### src/rtl/muldiv_pkg.sv
// muldiv_pkg: shared definitions for the RV32M multiply/divide unit.
//   aluop_t        : 5-bit ALU operation code as produced by the control unit
//   ALUOP_*        : M-extension encodings (must match the control unit)
//   ST_*           : muldiv_unit FSM state encodings
//   is_m_op()      : op is any of MUL..REMU
//   is_mul_op()    : op is one of MUL/MULH/MULHSU/MULHU
package muldiv_pkg;

  typedef logic [4:0] aluop_t;

  localparam aluop_t ALUOP_MUL    = 5'b01011;
  localparam aluop_t ALUOP_MULH   = 5'b01100;
  localparam aluop_t ALUOP_MULHSU = 5'b01101;
  localparam aluop_t ALUOP_MULHU  = 5'b01110;
  localparam aluop_t ALUOP_DIV    = 5'b01111;
  localparam aluop_t ALUOP_DIVU   = 5'b10000;
  localparam aluop_t ALUOP_REM    = 5'b10001;
  localparam aluop_t ALUOP_REMU   = 5'b10010;

  localparam logic [1:0] ST_IDLE = 2'd0;
  localparam logic [1:0] ST_MUL  = 2'd1;
  localparam logic [1:0] ST_DIV  = 2'd2;
  localparam logic [1:0] ST_DONE = 2'd3;

  function automatic logic is_m_op(aluop_t op);
    return (op >= ALUOP_MUL) && (op <= ALUOP_REMU);
  endfunction

  function automatic logic is_mul_op(aluop_t op);
    return (op >= ALUOP_MUL) && (op <= ALUOP_MULHU);
  endfunction

endpackage

### src/rtl/muldiv_div_core.sv
// muldiv_div_core: unsigned radix-2 restoring divider, one quotient bit per cycle.
//   clk, reset  : clock, synchronous active-high reset (also used to abort)
//   start       : load dividend/divisor and begin XLEN iterations
//   dividend    : unsigned dividend
//   divisor     : unsigned divisor (non-zero; zero is handled by the caller)
//   busy        : iterations in progress
//   done        : this cycle performs the final iteration
//   quotient    : quotient after this cycle's iteration (final when done=1)
//   remainder   : remainder after this cycle's iteration (final when done=1)
module muldiv_div_core #(
  parameter int XLEN  = 32,
  parameter int CNT_W = 6
) (
  input  logic            clk,
  input  logic            reset,
  input  logic            start,
  input  logic [XLEN-1:0] dividend,
  input  logic [XLEN-1:0] divisor,
  output logic            busy,
  output logic            done,
  output logic [XLEN-1:0] quotient,
  output logic [XLEN-1:0] remainder
);

  logic             busy_r;
  logic [CNT_W-1:0] cnt;
  logic [XLEN-1:0]  quo;
  logic [XLEN-1:0]  rem;
  logic [XLEN-1:0]  dsor;

  logic [XLEN:0]    shifted;
  logic [XLEN:0]    diff;
  logic             fits;
  logic [XLEN-1:0]  quo_nxt;
  logic [XLEN-1:0]  rem_nxt;

  // quo doubles as the dividend shift register: its MSB feeds the partial
  // remainder while quotient bits enter from the LSB.
  always_comb begin
    shifted = {rem, quo[XLEN-1]};
    diff    = shifted - {1'b0, dsor};
    fits    = ~diff[XLEN];
    rem_nxt = fits ? diff[XLEN-1:0] : shifted[XLEN-1:0];
    quo_nxt = {quo[XLEN-2:0], fits};
  end

  assign busy      = busy_r;
  assign done      = busy_r && (cnt == CNT_W'(XLEN - 1));
  // Exposing the post-step values lets the caller capture the result on the
  // same edge as the last iteration, saving a cycle.
  assign quotient  = quo_nxt;
  assign remainder = rem_nxt;

  always_ff @(posedge clk) begin
    if (reset) begin
      busy_r <= 1'b0;
      cnt    <= '0;
      quo    <= '0;
      rem    <= '0;
      dsor   <= '0;
    end else if (start) begin
      busy_r <= 1'b1;
      cnt    <= '0;
      quo    <= dividend;
      rem    <= '0;
      dsor   <= divisor;
    end else if (busy_r) begin
      quo <= quo_nxt;
      rem <= rem_nxt;
      if (done) begin
        busy_r <= 1'b0;
        cnt    <= '0;
      end else begin
        cnt <= cnt + CNT_W'(1);
      end
    end
  end

endmodule

### src/rtl/muldiv_unit.sv
// muldiv_unit: multi-cycle RV32M execution unit beside the EX-stage ALU.
//   clk, reset          : clock, synchronous active-high reset
//   start, aluop        : request and M-extension op code (accepted when ready)
//   operand1, operand2  : rs1 / rs2 values
//   flush               : abort any in-flight op, return to IDLE
//   ready               : can accept (IDLE and no flush)
//   busy                : not IDLE; stalls the front of the pipeline
//   valid_out           : one-cycle pulse, result valid
//   result              : last completed result, held until the next pulse
//
// state   | meaning
// IDLE    | waiting for an M-op
// MUL     | full product formed from latched operands, result captured
// DIV     | divider core iterating on operand magnitudes
// DONE    | result valid, valid_out high for this cycle
module muldiv_unit
  import muldiv_pkg::*;
#(
  parameter int XLEN  = 32,
  parameter int CNT_W = 6
) (
  input  logic            clk,
  input  logic            reset,
  input  logic            start,
  input  logic [4:0]      aluop,
  input  logic [XLEN-1:0] operand1,
  input  logic [XLEN-1:0] operand2,
  input  logic            flush,
  output logic            ready,
  output logic            busy,
  output logic            valid_out,
  output logic [XLEN-1:0] result
);

  localparam logic [XLEN-1:0] XMIN = {1'b1, {(XLEN-1){1'b0}}};

  logic [1:0]      state;
  aluop_t          op_r;
  logic [XLEN-1:0] a_r;
  logic [XLEN-1:0] b_r;
  logic            neg_q;
  logic            neg_r;
  logic [XLEN-1:0] result_r;

  // Request decode on the live inputs.
  logic            accept;
  logic            in_sdiv;
  logic            in_rem;
  logic            div_special;
  logic [XLEN-1:0] special_res;
  logic [XLEN-1:0] mag1;
  logic [XLEN-1:0] mag2;
  logic            div_start;

  always_comb begin
    in_sdiv     = (aluop == ALUOP_DIV) || (aluop == ALUOP_REM);
    in_rem      = (aluop == ALUOP_REM) || (aluop == ALUOP_REMU);
    accept      = start && ready && is_m_op(aluop);
    div_special = (operand2 == '0) ||
                  (in_sdiv && (operand1 == XMIN) && (operand2 == '1));
    if (operand2 == '0)
      special_res = in_rem ? operand1 : '1;
    else
      special_res = in_rem ? '0 : XMIN;
    mag1      = (in_sdiv && operand1[XLEN-1]) ? -operand1 : operand1;
    mag2      = (in_sdiv && operand2[XLEN-1]) ? -operand2 : operand2;
    div_start = accept && !is_mul_op(aluop) && !div_special;
  end

  // Sign-extending both operands to 2*XLEN makes one unsigned multiply
  // correct modulo 2**(2*XLEN) for all three signedness combinations.
  logic              sa;
  logic              sb;
  logic [2*XLEN-1:0] a_ext;
  logic [2*XLEN-1:0] b_ext;
  logic [2*XLEN-1:0] product;
  logic [XLEN-1:0]   mul_res;

  always_comb begin
    sa      = (op_r == ALUOP_MULH) || (op_r == ALUOP_MULHSU);
    sb      = (op_r == ALUOP_MULH);
    a_ext   = {{XLEN{sa & a_r[XLEN-1]}}, a_r};
    b_ext   = {{XLEN{sb & b_r[XLEN-1]}}, b_r};
    product = a_ext * b_ext;
    mul_res = (op_r == ALUOP_MUL) ? product[XLEN-1:0] : product[2*XLEN-1:XLEN];
  end

  logic            div_busy;
  logic            div_fin;
  logic [XLEN-1:0] div_quo;
  logic [XLEN-1:0] div_rem;
  logic            div_done;
  logic [XLEN-1:0] div_res;

  muldiv_div_core #(
    .XLEN  (XLEN),
    .CNT_W (CNT_W)
  ) u_div_core (
    .clk       (clk),
    .reset     (reset | flush),
    .start     (div_start),
    .dividend  (mag1),
    .divisor   (mag2),
    .busy      (div_busy),
    .done      (div_fin),
    .quotient  (div_quo),
    .remainder (div_rem)
  );

  always_comb begin
    div_done = div_fin && div_busy;
    if ((op_r == ALUOP_REM) || (op_r == ALUOP_REMU))
      div_res = neg_r ? -div_rem : div_rem;
    else
      div_res = neg_q ? -div_quo : div_quo;
  end

  always_ff @(posedge clk) begin
    if (reset) begin
      state    <= ST_IDLE;
      op_r     <= '0;
      a_r      <= '0;
      b_r      <= '0;
      neg_q    <= 1'b0;
      neg_r    <= 1'b0;
      result_r <= '0;
    end else if (flush) begin
      state <= ST_IDLE;
    end else begin
      case (state)
        ST_IDLE: begin
          if (accept) begin
            op_r  <= aluop;
            a_r   <= operand1;
            b_r   <= operand2;
            neg_q <= in_sdiv && (operand1[XLEN-1] ^ operand2[XLEN-1]);
            neg_r <= in_sdiv && operand1[XLEN-1];
            if (is_mul_op(aluop)) begin
              state <= ST_MUL;
            end else if (div_special) begin
              result_r <= special_res;
              state    <= ST_DONE;
            end else begin
              state <= ST_DIV;
            end
          end
        end
        ST_MUL: begin
          result_r <= mul_res;
          state    <= ST_DONE;
        end
        ST_DIV: begin
          if (div_done) begin
            result_r <= div_res;
            state    <= ST_DONE;
          end
        end
        ST_DONE: state <= ST_IDLE;
        default: state <= ST_IDLE;
      endcase
    end
  end

  assign ready     = (state == ST_IDLE) && !flush;
  assign busy      = (state != ST_IDLE);
  assign valid_out = (state == ST_DONE);
  assign result    = result_r;

endmodule

### config.mk
export PLATFORM = sky130hd
export DESIGN_NAME = muldiv_unit
export DESIGN_NICKNAME = d
export VERILOG_FILES = /design/src/rtl/muldiv_pkg.sv /design/src/rtl/muldiv_div_core.sv /design/src/rtl/muldiv_unit.sv
export SDC_FILE = /design/constraint.sdc
export NUM_CORES = 2
export LEC_CHECK = 0
export BUFFER_PORTS_ARGS = -buffer_cell sky130_fd_sc_hd__buf_2
export CAP_MARGIN = 20
export CORE_MARGIN = 2
export CORE_UTILIZATION = 50
export CTS_BUF_LIST = sky130_fd_sc_hd__clkbuf_8
export CTS_CLUSTER_SIZE = 24
export DETAILED_ROUTE_END_ITERATION = 10
export PLACE_DENSITY = 0.68
export SKIP_LAST_GASP = 1
export SLEW_MARGIN = 25
export SYNTH_ARGS = -nofsm -noshare
export SYNTH_HDL_FRONTEND = slang
export SYNTH_SLANG_ARGS = --single-unit
### constraint.sdc
create_clock -name clk -period 9.16 [get_ports clk]
set_clock_uncertainty 0.15 [all_clocks]
set_input_delay 0.458 -clock clk [delete_from_list [all_inputs] [get_ports clk]]
set_output_delay 0.458 -clock clk [all_outputs]
set_load 0.03 [all_outputs]
==> qor.txt <==
outcome: complete, no violations
RD Place Congestion: 0.9996
Slew Limit Headroom: 33.40%
post-route clock period utilization: 96.59%
H-Tree Depth: 2
met2 usage: 48.04%
Seq cells post-synth: 208
Synth area leader: fa_1
unrepaired setup endpoints after global routing: no
grt total ovfl: 0
Mapped Area: 0.05167 mm2
placed insts: 7350
sequential area share after synthesis: 8.059%
P_leak: 24.88 nW
row cnt: 117
Max Clk Rate: 113.0 MHz
Top Family by Delay on Critical Path: adder cells
mean area per synthesized cell: 8.497 um2
clock buffer depth: 3
via count: 41410
Critical Path End Type: flop
Post-synth EDFFs: 0
WP data required: 9.46 ns
FF/Latch Area: 0.004187 mm2
CTS Buf Count: 37
Initial Util: 50.57%
Synth top area share: 43.63%
antenna violations before repair: 6
Synth cell types: 84
max-cap viol count: 0
first-pass GRT wire length: 240.3 mm
Synth Flop Type: dfxtp_1
Wirelength per Cell: 20.15 um
met3 usage: 3.159%
layout cell share with drive strength beyond 1: 6.467%
crit path time final: 8.848 ns
Ports: 108
Port Buffers: 107
die width: 325.5 um
DRC Markers: 0
CTS tree: built
Peak supply drop: 0.06912 mV
Multi-input gate area: 0.04161 mm2
WL final: 149.5 mm
Non-Filler Instances: 7419
fillcell total: 9662
met1 Usage GRT: 38.27%
Hold Fails Final Rpt: 0
die height: 325.5 um
largest net degree at the start of global routing: 73
Post-synth ARST share: 0%
crit start category: flop
HPWL after detailed placement: 122.0 mm
clock sinks: 208
fin util: 53.81%
Slew @ Worst Pin: 0.9976 ns
worst stage delay on the critical path: 0.55 ns
Fin Hold WS: 0.02709 ns
Area growth syn-to-layout: 6.417%
Power Density: 48.47 mW/mm2
final slew viol count: 0
crit path kind: flop to flop
total setup buffers inserted after CTS: 0
antenna-violating nets left: 0
setup TNS: 0 ns
cell mode on critical path: fa_1
Worst path slowest cell: fa_1
Syn Inst Count: 6081
Worst Path Buf+Inv: 7
final net count: 7475
Synth Warn #: 0
Setup violations, final: 0
min-delay worst type: input port to flop
clock root cell: clkbuf_8
Power Total: 2.665 mW
Worst-path clk slew: 0.07 ns
crit-path max FO: 21
DRT iter0 DRCs: 3215
Clock Latency Late Sink: 0.59 ns
GRT Util Overall: 28.75%
Via density: 5.582
core area: 0.1022 mm2
Synth Net Count: 7534
Die ar.: 0.1059 mm2
Arr. time, crit path: 9.14 ns
Pre-antenna DRT Iters: 9
most used routing layer: met2
vias in the first global route: 43220
top post-synthesis cells by area: fa_1 (44%), inv_1 (8.9%), dfxtp_1 (8.1%)
-- final timing paths --
kind / start / endpoint / slack (ns) / depth (start not counted)
worst max-delay path: op_r[2]$_SDFFE_PP0P_ / result[30]$_SDFFE_PP0P_ / 0.31 / 29
worst min-delay path: operand1[14] / a_r[14]$_SDFFE_PP0P_ / 0.03 / 3
worst max register to register: op_r[2]$_SDFFE_PP0P_ / result[30]$_SDFFE_PP0P_ / 0.31 / 29
worst min register to register: result[10]$_SDFFE_PP0P_ / result[10]$_SDFFE_PP0P_ / 0.29 / 2
-- worst register-to-register path: cells and delay by family, from the launching register on --
kind / cells / cell delay, ns
fa+ha+maj: 9 / 4.15
flops: 1 / 0.40
simple gates: 7 / 1.54
buf+inv: 7 / 0.92
compound gates: 5 / 1.46
mux: 1 / 0.10
-- area by class of cell --
class | count | share of cell area, %
diodes | 5 | 0.02276
clock buffers | 45 | 1.126
clock inverters | 18 | 0.2344
inverters | 1230 | 8.397
multi-input cells | 4283 | 75.68
flip-flops and latches | 208 | 7.614
well taps | 1368 | 3.113
repair buffers | 262 | 3.814
-- flip-flops by register name, summed over array words and instances, names as in the netlist --
name,flops
a_r,32
b_r,32
neg_q,1
neg_r,1
op_r,5
result,32
state,2
u_div_core.busy,1
u_div_core.cnt,6
u_div_core.dsor,32
u_div_core.quo,32
u_div_core.rem,32
-- synth_stat cells (all sizes together), types with 25 or more instances --
cell type / count
inv: 1230
fa: 1126
nand2: 1062
clkbuf: 344
and2: 316
ha: 254
nor2: 245
a21oi: 231
dfxtp: 208
o21ai: 155
xnor2: 124
a211oi: 95
xor2: 95
mux2i: 53
a21o: 52
nor3: 43
nand3: 40
o31ai: 30
nand4: 29
and3: 25
-- routing by layer --
layer	vias up	wire (um)
li1	18350	-
met2	1523	71960
met5	-	0
met1	21200	61240
met4	0	6858
met3	343	9466
-- cell families after synthesis --
kind of cell    synth area share (%)
compound gates                 9.408
xor+xnor                       3.712
fa+ha+maj                      49.78
buf+inv                        11.59
flops                          8.059
mux                            1.157
simple gates                   16.30
-- through the flow --
stage               worst slack [ns]  cell area [um2]
floorplan                     0.1583            51670
global placement              0.1654            54130
detailed placement           0.04449            54130
CTS                          0.02646            54890
global route                 0.02724            54990
finish                        0.3120            54990
-- cells in the final DEF (no fill, tap or decap), types with 123 or more instances in the layout --
master	Yosys	layout
a21oi_1	231	230
and2_1	316	315
dfxtp_1	208	192
fa_1	1126	1122
ha_1	254	253
inv_1	1230	1240
nand2_1	1062	1061
nor2_1	245	245
o21ai_0	141	139
xnor2_1	124	123
-- repair_timing --
action	in CTS	in global routing
gates resized for setup	0	33
endpoints found under the setup margin	0	18
hold buffers	1	0
endpoints found under the hold margin	1	0
-- report_power, final --
part	switching, mW	internal [mW]	leakage [nW]
registers	0.0243	0.917	1.69
logic	0.538	0.243	22.8
clock network	0.443	0.499	0.426
total	1.01	1.66	24.9
(Power assumes the default switching activity.)
